File: src/rtl/clk_div_prog.sv
// Runtime-programmable integer clock divider with exact 50% duty cycle for odd and even ratios.
// Posedge counter/phase flop plus a negedge half-cycle retimer; ratio changes apply only at a period boundary.
module clk_div_prog #(
    parameter int WIDTH   = 8,
    parameter int DEF_DIV = 9
) (
    input  logic             clk,
    input  logic             rst,
    input  logic             en,
    input  logic [WIDTH-1:0] div_ratio,
    input  logic             div_load,
    output logic             div_busy,
    output logic             div_err,
    output logic             clk_out,
    output logic             clk_tick
);

    typedef enum logic {IDLE, RUN} state_t;

    state_t           state_q, state_d;
    logic [WIDTH-1:0] cnt_q, cnt_d;
    logic [WIDTH-1:0] n_act_q, n_act_d;
    logic [WIDTH-1:0] pend_q, pend_d;
    logic             busy_q, busy_d;
    logic             err_q, err_d;
    logic             pos_q, pos_d;
    logic             neg_q, neg_d;

    logic [WIDTH-1:0] half;
    logic             wrap;
    logic             load_ok;
    logic             load_bad;

    assign half     = n_act_q >> 1;
    assign wrap     = (state_q == RUN) && (cnt_q == n_act_q - WIDTH'(1));
    assign load_ok  = div_load && (div_ratio >= WIDTH'(2));
    assign load_bad = div_load && (div_ratio <  WIDTH'(2));

    always_comb begin
        // NOTE: every variable gets a default before any branch, so no path can infer a latch.
        state_d = state_q;
        cnt_d   = cnt_q;
        n_act_d = n_act_q;
        pend_d  = pend_q;
        busy_d  = busy_q;
        err_d   = load_bad;
        pos_d   = pos_q;

        if (load_ok) begin
            pend_d = div_ratio;
        end

        case (state_q)
            IDLE: begin
                // Stopped: a load takes effect at once; a value left pending by a stopping wrap lands here too.
                cnt_d  = '0;
                pos_d  = 1'b0;
                busy_d = 1'b0;
                if (load_ok) begin
                    n_act_d = div_ratio;
                end else if (busy_q) begin
                    n_act_d = pend_q;
                end
                if (en) begin
                    state_d = RUN;
                    pos_d   = 1'b1;
                end
            end
            RUN: begin
                if (wrap) begin
                    cnt_d  = '0;
                    // An older pending ratio lands now; a load on this same edge waits for the next wrap.
                    if (busy_q) begin
                        n_act_d = pend_q;
                    end
                    busy_d = load_ok;
                    if (en) begin
                        pos_d = 1'b1;
                    end else begin
                        state_d = IDLE;
                        pos_d   = 1'b0;
                    end
                end else begin
                    cnt_d  = cnt_q + WIDTH'(1);
                    pos_d  = (cnt_d < half);
                    busy_d = busy_q | load_ok;
                end
            end
            default: state_d = IDLE;
        endcase

        // Odd ratios stretch the high phase by half a source cycle.
        neg_d = n_act_q[0] & pos_q;
    end

    always_ff @(posedge clk) begin
        // NOTE: sequential state uses non-blocking assignments so all flops update from pre-edge values.
        if (rst) begin
            state_q <= IDLE;
            cnt_q   <= '0;
            n_act_q <= WIDTH'(DEF_DIV);
            pend_q  <= '0;
            busy_q  <= 1'b0;
            err_q   <= 1'b0;
            pos_q   <= 1'b0;
        end else begin
            state_q <= state_d;
            cnt_q   <= cnt_d;
            n_act_q <= n_act_d;
            pend_q  <= pend_d;
            busy_q  <= busy_d;
            err_q   <= err_d;
            pos_q   <= pos_d;
        end
    end

    always_ff @(negedge clk) begin
        if (rst) begin
            neg_q <= 1'b0;
        end else begin
            neg_q <= neg_d;
        end
    end

    assign clk_out  = pos_q | neg_q;
    assign clk_tick = (state_q == RUN) && (cnt_q == '0);
    assign div_busy = busy_q;
    assign div_err  = err_q;

endmodule

File: config.mk
export PLATFORM = sky130hd
export DESIGN_NAME = clk_div_prog
export DESIGN_NICKNAME = d
export VERILOG_FILES = /design/src/rtl/clk_div_prog.sv
export SDC_FILE = /design/constraint.sdc
export NUM_CORES = 1
export LEC_CHECK = 0
export ABC_AREA = 1
export CAP_MARGIN = 20
export CORE_MARGIN = 4
export CORE_UTILIZATION = 43
export CTS_BUF_LIST = sky130_fd_sc_hd__clkbuf_8
export DETAILED_ROUTE_END_ITERATION = 6
export SYNTH_ARGS = -nofsm -noshare
export SYNTH_HDL_FRONTEND = slang
export SYNTH_SLANG_ARGS = --single-unit
File: constraint.sdc
create_clock -name clk -period 2.5 [get_ports clk]
set_input_delay 0.75 -clock clk [delete_from_list [all_inputs] [get_ports clk]]
set_output_delay 0.75 -clock clk [all_outputs]
set_load 0.02 [all_outputs]
==> results.md, run 1 <==
- The clock passes through at most 2 buffers.
- The sequential element share of the synthesized area is 0.318.
- The number of sinks on the clock net is 29.
- The netlist area before placement is 1830 µm².
- In the post-synthesis netlist, the cell with the most instances is nand2_1.
- The number of CTS-inserted buffers is 5.
- The area of the die is 5350 µm².
- The startpoint kind of the worst setup timing path is a register.
- The overall fraction of global-route tracks in use is 0.190.
- The initial antenna violation count is 0.
- The die is between 70 and 80 µm wide.
- The synthesized design contains 0 enable-type register cells.
- The instance count along the most critical hold path is 2.
- The worst register-to-register path ends at pos_q$_SDFF_PP0_.
- The initial core utilization is 0.450.
- Using the TritonRoute via totals, the vias-per-cell ratio works out to 4.92.
- By area the synthesized netlist is led by dfxtp_1 (32%), nand2_1 (18%), nand3_1 (6.6%), ha_1 (6.2%), inv_1 (6.2%).
- For the worst setup path, the data arrival time is between 2 and 2.5 ns.
- In the post-route analysis, the smallest setup slack over all paths is -0.474 ns.
- For this run, the detailed router's first-pass iteration total came to 6.
- The total area inside the core boundary comes to a little over 4000 µm².
- The most frequently used flop master after synthesis is dfxtp_1.
- Summing all flip-flop and latch instances after layout gives 581 µm².
- After routing the design area is around 2200 µm².
- The largest fanout on the critical path is 1.
- The later pin in the worst-skew pair is clocked with a latency of 0.34 ns.
- The TritonCTS clock tree is built.
- The setup check on the worst reg-to-reg path leaves a slack of 0.42 ns.
- In the routed design, unresolved DRC markers number 0.
- The H-tree generated during clock tree synthesis spans 2 levels.
- The post-detailed-placement half-perimeter wirelength is 3360 µm.
- The startpoint identified for the worst hold timing path is pend_q[3]$_SDFFE_PP0P_.
- The flow ran to the end, but the final reports show violations.
- The CTS clock-pin slew for the worst setup and hold paths is approximately 0.060 ns.
- The path class of the tightest hold or removal check is reg2reg.
- The filler cell count in the final layout is 417.
- Counting flops with an async set or reset pin after synthesis yields a share of 0.
- The net count after synthesis is slightly above 300.
- The count of unique library cells instantiated by Yosys is 27.
- At the pin with the least slew margin, the transition time is 0.433 ns.
- After synthesis, the most frequently instantiated cells are nand2_1 (88), inv_1 (30), dfxtp_1 (29), nor2_1 (29), nand3_1 (24).
- The checks that failed: negative setup slack.
- The sort of element at the end of the critical path is an output port.
- During synthesis, Yosys emitted a total of 0 warnings.
- The final route contains 1760 vias.
- The worst path required time is 1.75 ns.
- The number of global-route vias before repair was 1763.
- The launch instance of the worst register-to-register path is n_act_q[0]$_SDFFE_PP1P_.
- The post-placement cell area is 2080 µm².
- The post-synthesis instance total is about 280.
- The boundary pin count is 16.
- The clock tree root driver cell is clkbuf_8.
- The number of design-rule violations left by the first detailed-router iteration is 79.
- The leakage component of the power is 1.03 nW.
- The register bit total from synthesis is 29.
- The final setup violation count is 1.
- The number of diodes is 0.
- The final-report hold violation count was 0.
- The number of input and output port buffers inserted is 15.
- The largest area contributor in the synthesized netlist is dfxtp_1.
- At the end of routability-driven placement, the weighted congestion stood at 0.803.
- The final hold slack is 0.464 ns.
- The classification of the worst setup path is reg2out.
- The area fraction of the dominant cell type after synthesis is 0.318.
- The detail route stage leaves a number of antenna-violating nets equal to 0.
- Each instance of the synthesized netlist takes up on average around 6.4 µm².
- Max-cap violations in this run came to 0.
- Entering global routing, the biggest net connects 17 pins.
- The average wire length per cell after detail routing is around 12 µm.
- In the final layout, the share of cells above drive strength 1 is 0.133.
- The power density relative to cell area is 661 nW/µm².
- At the end of the flow, the number of nets in the layout was 328.
- For hold timing, the worst endpoint is pend_q[3]$_SDFFE_PP0P_.
- Setup repair after global routing could not meet its margin everywhere.
- The cts-stage hold buffer count is 0.
- The worst-path cell with the longest stage delay is dfxtp_1.
- In this run the core area contains 23 standard-cell rows.
- In the final layout, the multi-input gates occupy between 1000 and 1500 µm².
- The worst-case reg-to-reg path depth is 15.
- The number of slew-limit violations in the final report is 0.
- The signal on the critical path passes through or2_4, buf_6.
- The area added between synthesis and finish is 20.4%.
- The worst-case headroom to the max-slew limit is 0.709.
- The clock arrives with 0.0526 ns of skew.
- The largest stage delay on the critical path is approximately 0.29 ns.
- The first global-routing pass estimated 7890 µm of wire.
- Buffers added to address setup during post-CTS repair amount to 0.
- The total wire length is 4270 µm.
- After global routing the overflow that remains totals 0.
- The floorplan die height is 73.2 µm.
- IR analysis of the VDD net gives a maximum drop of 0.000454 V.
## registers in the layout, indices dropped and copies added (netlist names)
register,cells
neg_q,1
pos_q,1
div_busy,1
cnt_q,8
div_err,1
pend_q,8
n_act_q,8
state_q,1
## per-stage QoR
step | setup TNS, ns | std cells | utilization | setup slack [ns] | total power, mW
final | -0.474 | 358 | 0.541 | -0.474 | 1.45
after global routing | -0.508 | 358 | 0.541 | -0.508 | 1.56
after CTS | -0.484 | 358 | 0.541 | -0.484 | 1.46
after detailed placement | -0.964 | 350 | 0.512 | -0.522 | 0.952
after global placement | -0.830 | 350 | 0.512 | -0.525 | 0.946
after floorplan | -0.0221 | 284 | - | -0.0221 | 0.837
## where the power goes
group	total (mW)	switching (mW)	internal, mW
combinational	0.409	0.249	0.159
sequential	0.528	0.0309	0.497
clock	0.515	0.192	0.323
## how the worst max path moves through the flow
stage	start	endpoint	slack [ns]	cells after the start
floorplan	neg_q$_SDFF_NP0_	clk_out	-0.02	1
global placement	neg_q$_SDFF_NP0_	clk_out	-0.52	2
detailed placement	neg_q$_SDFF_NP0_	clk_out	-0.52	2
CTS	neg_q$_SDFF_NP0_	clk_out	-0.48	2
global route	neg_q$_SDFF_NP0_	clk_out	-0.51	2
finish	neg_q$_SDFF_NP0_	clk_out	-0.47	2
## placed cells by master, fill, tap and decap left out, drive strengths merged
master / instances
nand2: 99
inv: 35
nor2: 33
dfxtp: 29
nand3: 24
a21oi: 20
o21ai: 17
clkdlybuf4s50: 13
ha: 9
buf: 7
clkbuf: 6
nor3: 5
nand4: 2
xor2: 2
xnor2: 2
or2: 1
clkinvlp: 1
o22ai: 1
bufinv: 1
dlygate4sd2: 1
## worst max-delay path, delay by kind of cell (launching register included)
family / cells / cell delay, ns
buffers and inverters: 1 / 0.13
DFF: 1 / 0.29
and+or+nand+nor: 1 / 0.22
## layer usage
| layer | global-route usage | vias up | wire, µm |
|---|---|---|---|
| met4 | 0.0594 | 0 | 51 |
| met1 | 0.255 | 794 | 2240 |
| li1 | - | 947 | - |
| met5 | 0 | - | 0 |
| met3 | 0.0537 | 7 | 98 |
| met2 | 0.294 | 12 | 1880 |
## cell families after synthesis
| logic type | count (synthesis) | synth area share |
|---|---|---|
| buffers and inverters | 40 | 0.0836 |
| AO/OA/AOI/OAI | 38 | 0.117 |
| AND/OR/NAND/NOR | 164 | 0.400 |
| adder cells (fa/ha/maj) | 9 | 0.0617 |
| flip-flops | 29 | 0.318 |
| XOR/XNOR | 4 | 0.0192 |
## what timing repair did
item,CTS,global route
hold endpoints to repair,0,0
resized for setup,7,1
endpoints found under the setup margin,2,3
gates cloned,0,0
## final cells by class
class                   instances  share of cell area
repair buffers                 21              0.0945
clock buffers                   6              0.0376
inverters                      34              0.0598
flip-flops and latches         29               0.264
well taps                      50              0.0285
multi-input cells             215               0.498
clock inverters                 3              0.0171
Note: power is estimated with default switching activity, not from simulation.
==> run 2, diff against run 1 <==
--- a/config.mk
+++ b/config.mk
@@ -8,7 +8,7 @@
 export ABC_AREA = 1
 export CAP_MARGIN = 20
 export CORE_MARGIN = 4
-export CORE_UTILIZATION = 43
+export CORE_UTILIZATION = 45
 export CTS_BUF_LIST = sky130_fd_sc_hd__clkbuf_8
 export DETAILED_ROUTE_END_ITERATION = 6
 export SYNTH_ARGS = -nofsm -noshare
==> run 2 against run 1 <==
Net effect:
- the flow still finishes with violations (negative setup slack)
- setup slack better by 0.014 ns
- critical path type unchanged
- first-iteration DRC count is 10% lower
- register-to-register slack better by 0.05 ns
==> results.md, run 2 (synthesis gave the netlist of run 1 again) <==
- The classification of the worst setup path is reg2out (unchanged).
- The number of sinks on the clock net is 29 (unchanged).
- The maximum number of pins on one net before global-route repair is 17 (unchanged).
- Registers with the most flip-flops: cnt_q x8, n_act_q x8, pend_q x8 (unchanged).
- The final core utilization was 0.568 (was 0.541).
- The power density relative to cell area is 607 nW/µm² (was 661 nW/µm²).
- The initial core utilization came to 0.481 (was 0.450).
- The sort of element at the end of the critical path is an output port (unchanged).
- The leading cell type in the layout, fill and taps excluded is nand2_1 (unchanged).
- The number of nets with antenna violations after routing came to 0 (unchanged).
- The final hold slack was 0.466 ns (was 0.464 ns).
- The number of H-tree branching levels is 2 (unchanged).
- The source-to-sink clock delay at the later pin of the worst-skew pair is 0.33 ns (was 0.34 ns).
- The peak supply drop is 0.000476 V (was 0.000454 V).
- The placement row count is 22 (was 23).
- The total grt overflow was 0 (unchanged).
- The leakage component of the power is 1.02 nW (was 1.03 nW).
- The arrival time reported for the critical path endpoint is 2.21 ns (was 2.22 ns).
- The final-report hold violation count is 0 (unchanged).
- The total wire length is 4180 µm (was 4270 µm).
- The type of the most critical hold path is reg2reg (unchanged).
- The worst path required time is 1.75 ns (about the same).
- The final-stage net count was 329 (was 328).
- Result of the run: finished with violations (unchanged).
- The boundary pin count is 16 (unchanged).
- The CTS clock-pin slew for the worst setup and hold paths is 0.07 ns (was 0.06 ns).
- The fraction of layout instances using a drive strength above 1 is 0.133 (about the same).
- The switching power is 463 µW (was 473 µW).
- The average wire length per cell after detail routing is 11.7 µm (was 11.9 µm).
- The number of max-capacitance violations reported came to 0 (unchanged).
- The worst-case reg-to-reg path depth is 14 (was 15).
- The number of slew-limit violations in the final report is 0 (unchanged).
- The mean number of vias per cell is 4.86 (was 4.92).
- The TritonCTS clock tree is built (unchanged).
- The worst-margin pin slew was 0.451 ns (was 0.433 ns).
- The number of input and output port buffers inserted is 15 (unchanged).
- The accumulated negative setup slack was -0.460 ns (was -0.474 ns).
- The number of global-route vias before repair came to 1619 (was 1763).
- The startpoint kind of the worst setup timing path was a register (unchanged).
- The overall power consumption is 1.31 mW (was 1.45 mW).
- The width of the chip is 71.7 µm (was 73.2 µm).
- The floorplan die height was 71.7 µm (was 73.2 µm).
- The net switching fraction of the power is 0.354 (was 0.326).
- The setup slack of the most critical reg-to-reg path is 0.47 ns (was 0.42 ns).
- The part of the power in registers is 0.402 (was 0.364).
- The final setup violation count is 1 (unchanged).
- The overall fraction of global-route tracks in use is 0.173 (was 0.190).
- Violated checks: negative setup slack (unchanged).
- The number of design-rule violations left by the first detailed-router iteration came to 71 (was 79).
- The internal power contribution is 846 µW (was 979 µW).
- The clock skew is 0.0565 ns (was 0.0526 ns).
- The share of total power in the clock network is 0.288 (was 0.355).
- The initial antenna violation count is 0 (unchanged).
- Commonest non-fill, non-tap cells in the layout: nand2_1 (88), inv_1 (31), nor2_1 (29), dfxtp_1 (29), nand3_1 (24) (unchanged).
- The number of remaining DRC errors was 0 (unchanged).
- The placeable core region is 3800 µm² (was 4060 µm²).
- The cts-stage hold buffer count came to 0 (unchanged).
- The clock tree root driver cell is clkbuf_8 (unchanged).
- The power share of the combinational group is 0.310 (was 0.281).
- The post-detailed-placement half-perimeter wirelength came to 3240 µm (was 3360 µm).
- The via count was 1736 (was 1760).
- The final weighted congestion in routability-driven placement is 0.797 (was 0.803).
- The setup slack after placement came to -0.524 ns (was -0.522 ns).
- The number of diodes is 0 (unchanged).
- The number of iterations in the first detailed-routing pass is 4 (was 6).
- The maximum clock insertion buffer count is 2 (unchanged).
- The area added between synthesis and finish is 18.1% (was 20.4%).
- Setup repair after global routing missed its margin: true (unchanged).
- The worst-case headroom to the max-slew limit is 0.697 (was 0.709).
- The filler cell count in the final layout was 398 (was 417).
- The worst setup margin is -0.460 ns (was -0.474 ns).
- The instance count along the most critical hold path was 2 (unchanged).
- The global-route wire length before repair is 7120 µm (was 7890 µm).
- The number of CTS-inserted buffers is 5 (unchanged).
- The area of the die is 5140 µm² (was 5350 µm²).
- The largest fanout on the critical path was 1 (unchanged).
==> run 2: cell count changes in the layout (fill, tap and decap cells not counted), sizes merged <==
cell,delta
buf,+1
bufinv,-1
clkbuf,-1
clkinv,+2
dlygate4sd2,-1
dlymetal6s2s,+1
==> run 2: critical path, cell delays in order (launching register included) <==
cell	delay, ns
dfxtp_1	0.28
or2_4	0.22
buf_6	0.13
==> run 2: power groups by stage <==
stage               clock (mW)  combinational (mW)  sequential, mW
floorplan              0.00501               0.300           0.532
global placement       0.00501               0.404           0.536
detailed placement     0.00501               0.406           0.536
CTS                      0.385               0.410           0.526
global route             0.410               0.467           0.531
finish                   0.377               0.406           0.526
==> run 2: per-stage QoR <==
step	cells	instance area [µm²]
detailed placement	349	2070
CTS	357	2150
global route	357	2160
floorplan	284	1830
finish	357	2160
global placement	349	2070
==> run 2: cell type report <==
type / count / area, µm² / area share
tap: 48 / 60.1 / 0.0279
sequential: 29 / 581 / 0.269
inverter: 34 / 128 / 0.0592
timing repair buffer: 22 / 206 / 0.0958
multi-input combinational: 215 / 1090 / 0.508
clock inverter: 4 / 17.5 / 0.00813
clock buffer: 5 / 68.8 / 0.0319
==> run 2: path summary, 6_finish.rpt <==
kind / end / startpoint
worst min register to register: pend_q[5]$_SDFFE_PP0P_ / pend_q[5]$_SDFFE_PP0P_
worst max register to register: pos_q$_SDFF_PP0_ / cnt_q[0]$_SDFF_PP0_
worst max-delay path: clk_out / neg_q$_SDFF_NP0_
worst min-delay path: pend_q[5]$_SDFFE_PP0P_ / pend_q[5]$_SDFFE_PP0P_
==> run 2: timing repair <==
| item | 4_1_cts | 5_1_grt |
|---|---|---|
| setup buffers | 0 | 0 |
| resized for setup | 6 | 1 |
| setup endpoints to repair | 1 | 2 |
==> run 2: routing by layer <==
metal  global-route usage  vias up  wire [µm]
li1                     -      953          -
met1                0.236      768       2220
met2                0.274       13       1850
met3               0.0463        2         91
met4               0.0376        0         22
met5                    0        -          0
==> run 3, diff against run 2 <==
--- a/config.mk
+++ b/config.mk
@@ -9,8 +9,9 @@
 export CAP_MARGIN = 20
 export CORE_MARGIN = 4
 export CORE_UTILIZATION = 45
-export CTS_BUF_LIST = sky130_fd_sc_hd__clkbuf_8
+export CTS_BUF_LIST = sky130_fd_sc_hd__clkbuf_4 sky130_fd_sc_hd__clkbuf_8
 export DETAILED_ROUTE_END_ITERATION = 6
+export RECOVER_POWER = 100
 export SYNTH_ARGS = -nofsm -noshare
 export SYNTH_HDL_FRONTEND = slang
 export SYNTH_SLANG_ARGS = --single-unit
==> run 3 against run 2 <==
Net effect:
- clock skew is essentially flat
- the run still ends with negative setup slack left
- count of clock-buffer cells in the layout grew 1
- cell count is the same
- critical path depth is the same
- hold slack is essentially flat
- global-route usage is the same
- combinational power shrank 3%
==> results.md, run 3 (synthesis gave the netlist of run 1 again) <==
- Result of the run: finished with violations (unchanged).
- Violated checks: negative setup slack (unchanged).
- The setup slack after placement is -0.524 ns (unchanged).
- The clock tree root driver cell is clkbuf_8 (unchanged).
- The sort of element at the end of the critical path is an output port (unchanged).
- The TritonCTS clock tree is built (unchanged).
- The final setup violation count is 1 (unchanged).
- The final-report hold violation count is 0 (unchanged).
- The leading cell type in the layout, fill and taps excluded is nand2_1 (unchanged).
- The worst setup margin is -0.459 ns (was -0.460 ns).
- The largest fanout on the critical path came to 1 (unchanged).
- The final hold slack was 0.466 ns (about the same).
- The post-detailed-placement half-perimeter wirelength is 3240 µm (unchanged).
- The largest stage delay on the critical path is 0.28 ns (about the same).
- The overall fraction of global-route tracks in use is 0.173 (unchanged).
- The startpoint kind of the worst setup timing path was a register (unchanged).
- The clock skew was 0.0566 ns (was 0.0565 ns).
- The number of placed instances, taps included is 349 (unchanged).
- The cell class contributing the biggest share of worst-path delay was flip-flops (unchanged).
- The final core utilization was 0.561 (was 0.568).
- The worst-margin pin slew came to 0.760 ns (was 0.451 ns).
- Cell-by-cell trace of the critical path: or2_4, buf_6 (unchanged).
- The CTS clock-pin slew for the worst setup and hold paths is 0.06 ns (was 0.07 ns).
- Commonest non-fill, non-tap cells in the layout: nand2_1 (89), inv_1 (30), nor2_1 (29), dfxtp_1 (29), nand3_1 (24) (was nand2_1 (88), inv_1 (31), nor2_1 (29), dfxtp_1 (29), nand3_1 (24)).
- The width of the chip is 71.7 µm (unchanged).
- The cts-stage hold buffer count came to 0 (unchanged).
- Registers with the most flip-flops: cnt_q x8, n_act_q x8, pend_q x8 (unchanged).
- The number of standard cells in the layout, taps in and fillers out is 357 (unchanged).
- The number of H-tree branching levels is 2 (unchanged).
- The placement row count is 22 (unchanged).
- The overall power consumption is 1.31 mW (about the same).
- The total wire length is 4160 µm (was 4180 µm).
- The power density relative to cell area is 615 nW/µm² (was 607 nW/µm²).
- The number of sinks on the clock net was 29 (unchanged).
- The number of nets with antenna violations after routing is 0 (unchanged).
- The source-to-sink clock delay at the later pin of the worst-skew pair is 0.33 ns (about the same).
- The placeable core region is 3800 µm² (unchanged).
- The arrival time reported for the critical path endpoint was 2.21 ns (about the same).
- The classification of the worst setup path is reg2out (unchanged).
- The type of the most critical hold path is reg2reg (unchanged).
- The final-stage net count is 329 (unchanged).
- The startpoint of the tightest hold check path is pend_q[5]$_SDFFE_PP0P_ (unchanged).
- The boundary pin count is 16 (unchanged).
- The leakage component of the power came to 1.00 nW (was 1.02 nW).
- The number of remaining DRC errors was 0 (unchanged).
- The worst path buffer plus inverter count was 1 (unchanged).
- The global-route wire length before repair came to 7120 µm (unchanged).
- The number of slew-limit violations in the final report is 0 (unchanged).
- The launch instance of the worst register-to-register path is n_act_q[0]$_SDFFE_PP1P_ (was cnt_q[0]$_SDFF_PP0_).
- The initial antenna violation count came to 0 (unchanged).
- The total grt overflow is 0 (unchanged).
- The initial core utilization is 0.481 (unchanged).
- The average wire length per cell after detail routing was 11.6 µm (was 11.7 µm).
- The number of input and output port buffers inserted came to 15 (unchanged).
- The number of buffers inserted to repair setup after CTS is 0 (unchanged).
- The number of design-rule violations left by the first detailed-router iteration came to 82 (was 71).
- The area of the die is 5140 µm² (unchanged).
- Setup repair after global routing missed its margin: true (unchanged).
- The floorplan die height is 71.7 µm (unchanged).
- The worst-case headroom to the max-slew limit is 0.493 (was 0.697).
- The number of diodes came to 0 (unchanged).
- The final weighted congestion in routability-driven placement was 0.797 (unchanged).
- The fraction of layout instances using a drive strength above 1 is 0.123 (was 0.133).
- The number of max-capacitance violations reported is 0 (unchanged).
- The number of CTS-inserted buffers is 5 (unchanged).
- The maximum clock insertion buffer count was 2 (unchanged).
- The peak supply drop came to 0.000476 V (about the same).
- The worst-path cell with the longest stage delay is dfxtp_1 (unchanged).
- The area added between synthesis and finish came to 16.8% (was 18.1%).
- The mean number of vias per cell is 4.87 (was 4.86).
- The number of global-route vias before repair came to 1615 (was 1619).
- The via count is 1740 (was 1736).
- The critical path launch point is neg_q$_SDFF_NP0_ (unchanged).
- The number of iterations in the first detailed-routing pass is 4 (unchanged).
- The maximum number of pins on one net before global-route repair is 17 (unchanged).
- The worst path required time is 1.75 ns (about the same).
-- run 3: cell types whose count changed in the layout (fill, tap and decap cells not counted), sizes merged --
cell	before	now
dlymetal6s2s	1	0
inv	35	34
dlygate4sd3	0	4
clkdlybuf4s50	13	9
buf	8	6
clkbuf	5	9
-- run 3: repair_timing --
| action | 4_1_cts | 5_1_grt |
|---|---|---|
| endpoints found under the setup margin | 1 | 2 |
| resized for setup | 6 | 1 |
| gates cloned | 0 | 0 |
-- run 3: path summary, 6_finish.rpt --
check                           slack [ns]  cells after the start                      to
worst min-delay path                  0.47                      2  pend_q[5]$_SDFFE_PP0P_
worst min register to register        0.47                      2  pend_q[5]$_SDFFE_PP0P_
worst max-delay path                 -0.46                      2                 clk_out
worst max register to register        0.33                     14        pos_q$_SDFF_PP0_
-- run 3: power by group --
part | switching (mW) | internal [mW]
clock network | 0.185 | 0.205
registers | 0.0289 | 0.497
logic | 0.243 | 0.152
total | 0.458 | 0.854
-- run 3: layout make-up --
type	instances	area (µm²)
sequential	29	581
clock inverter	3	13.8
clock buffer	6	76.3
timing repair buffer	22	190
tap	48	60.1
inverter	34	128
fill	404	1670
multi-input combinational	215	1080
-- run 3: per-layer routing --
layer,vias up,share of wire,track usage
li1,954,-,-
met1,773,0.53,0.236
met2,11,0.44,0.274
met3,2,0.017,0.0463
met4,0,0.0053,0.0376
met5,-,0,0
-- run 3: tightest hold or removal path: cells and delay by family (launching register included) --
kind,cells,cell delay (ns)
simple gates,1,0.06
flops,1,0.31
compound gates,1,0.05
-- run 3: metrics by stage --
| stage | cell area [µm²] | TNS, ns |
|---|---|---|
| after floorplan | 1830 | -0.0221 |
| after global placement | 2070 | -0.709 |
| after detailed placement | 2070 | -0.731 |
| after CTS | 2160 | -0.470 |
| after global routing | 2130 | -0.682 |
| final | 2130 | -0.459 |
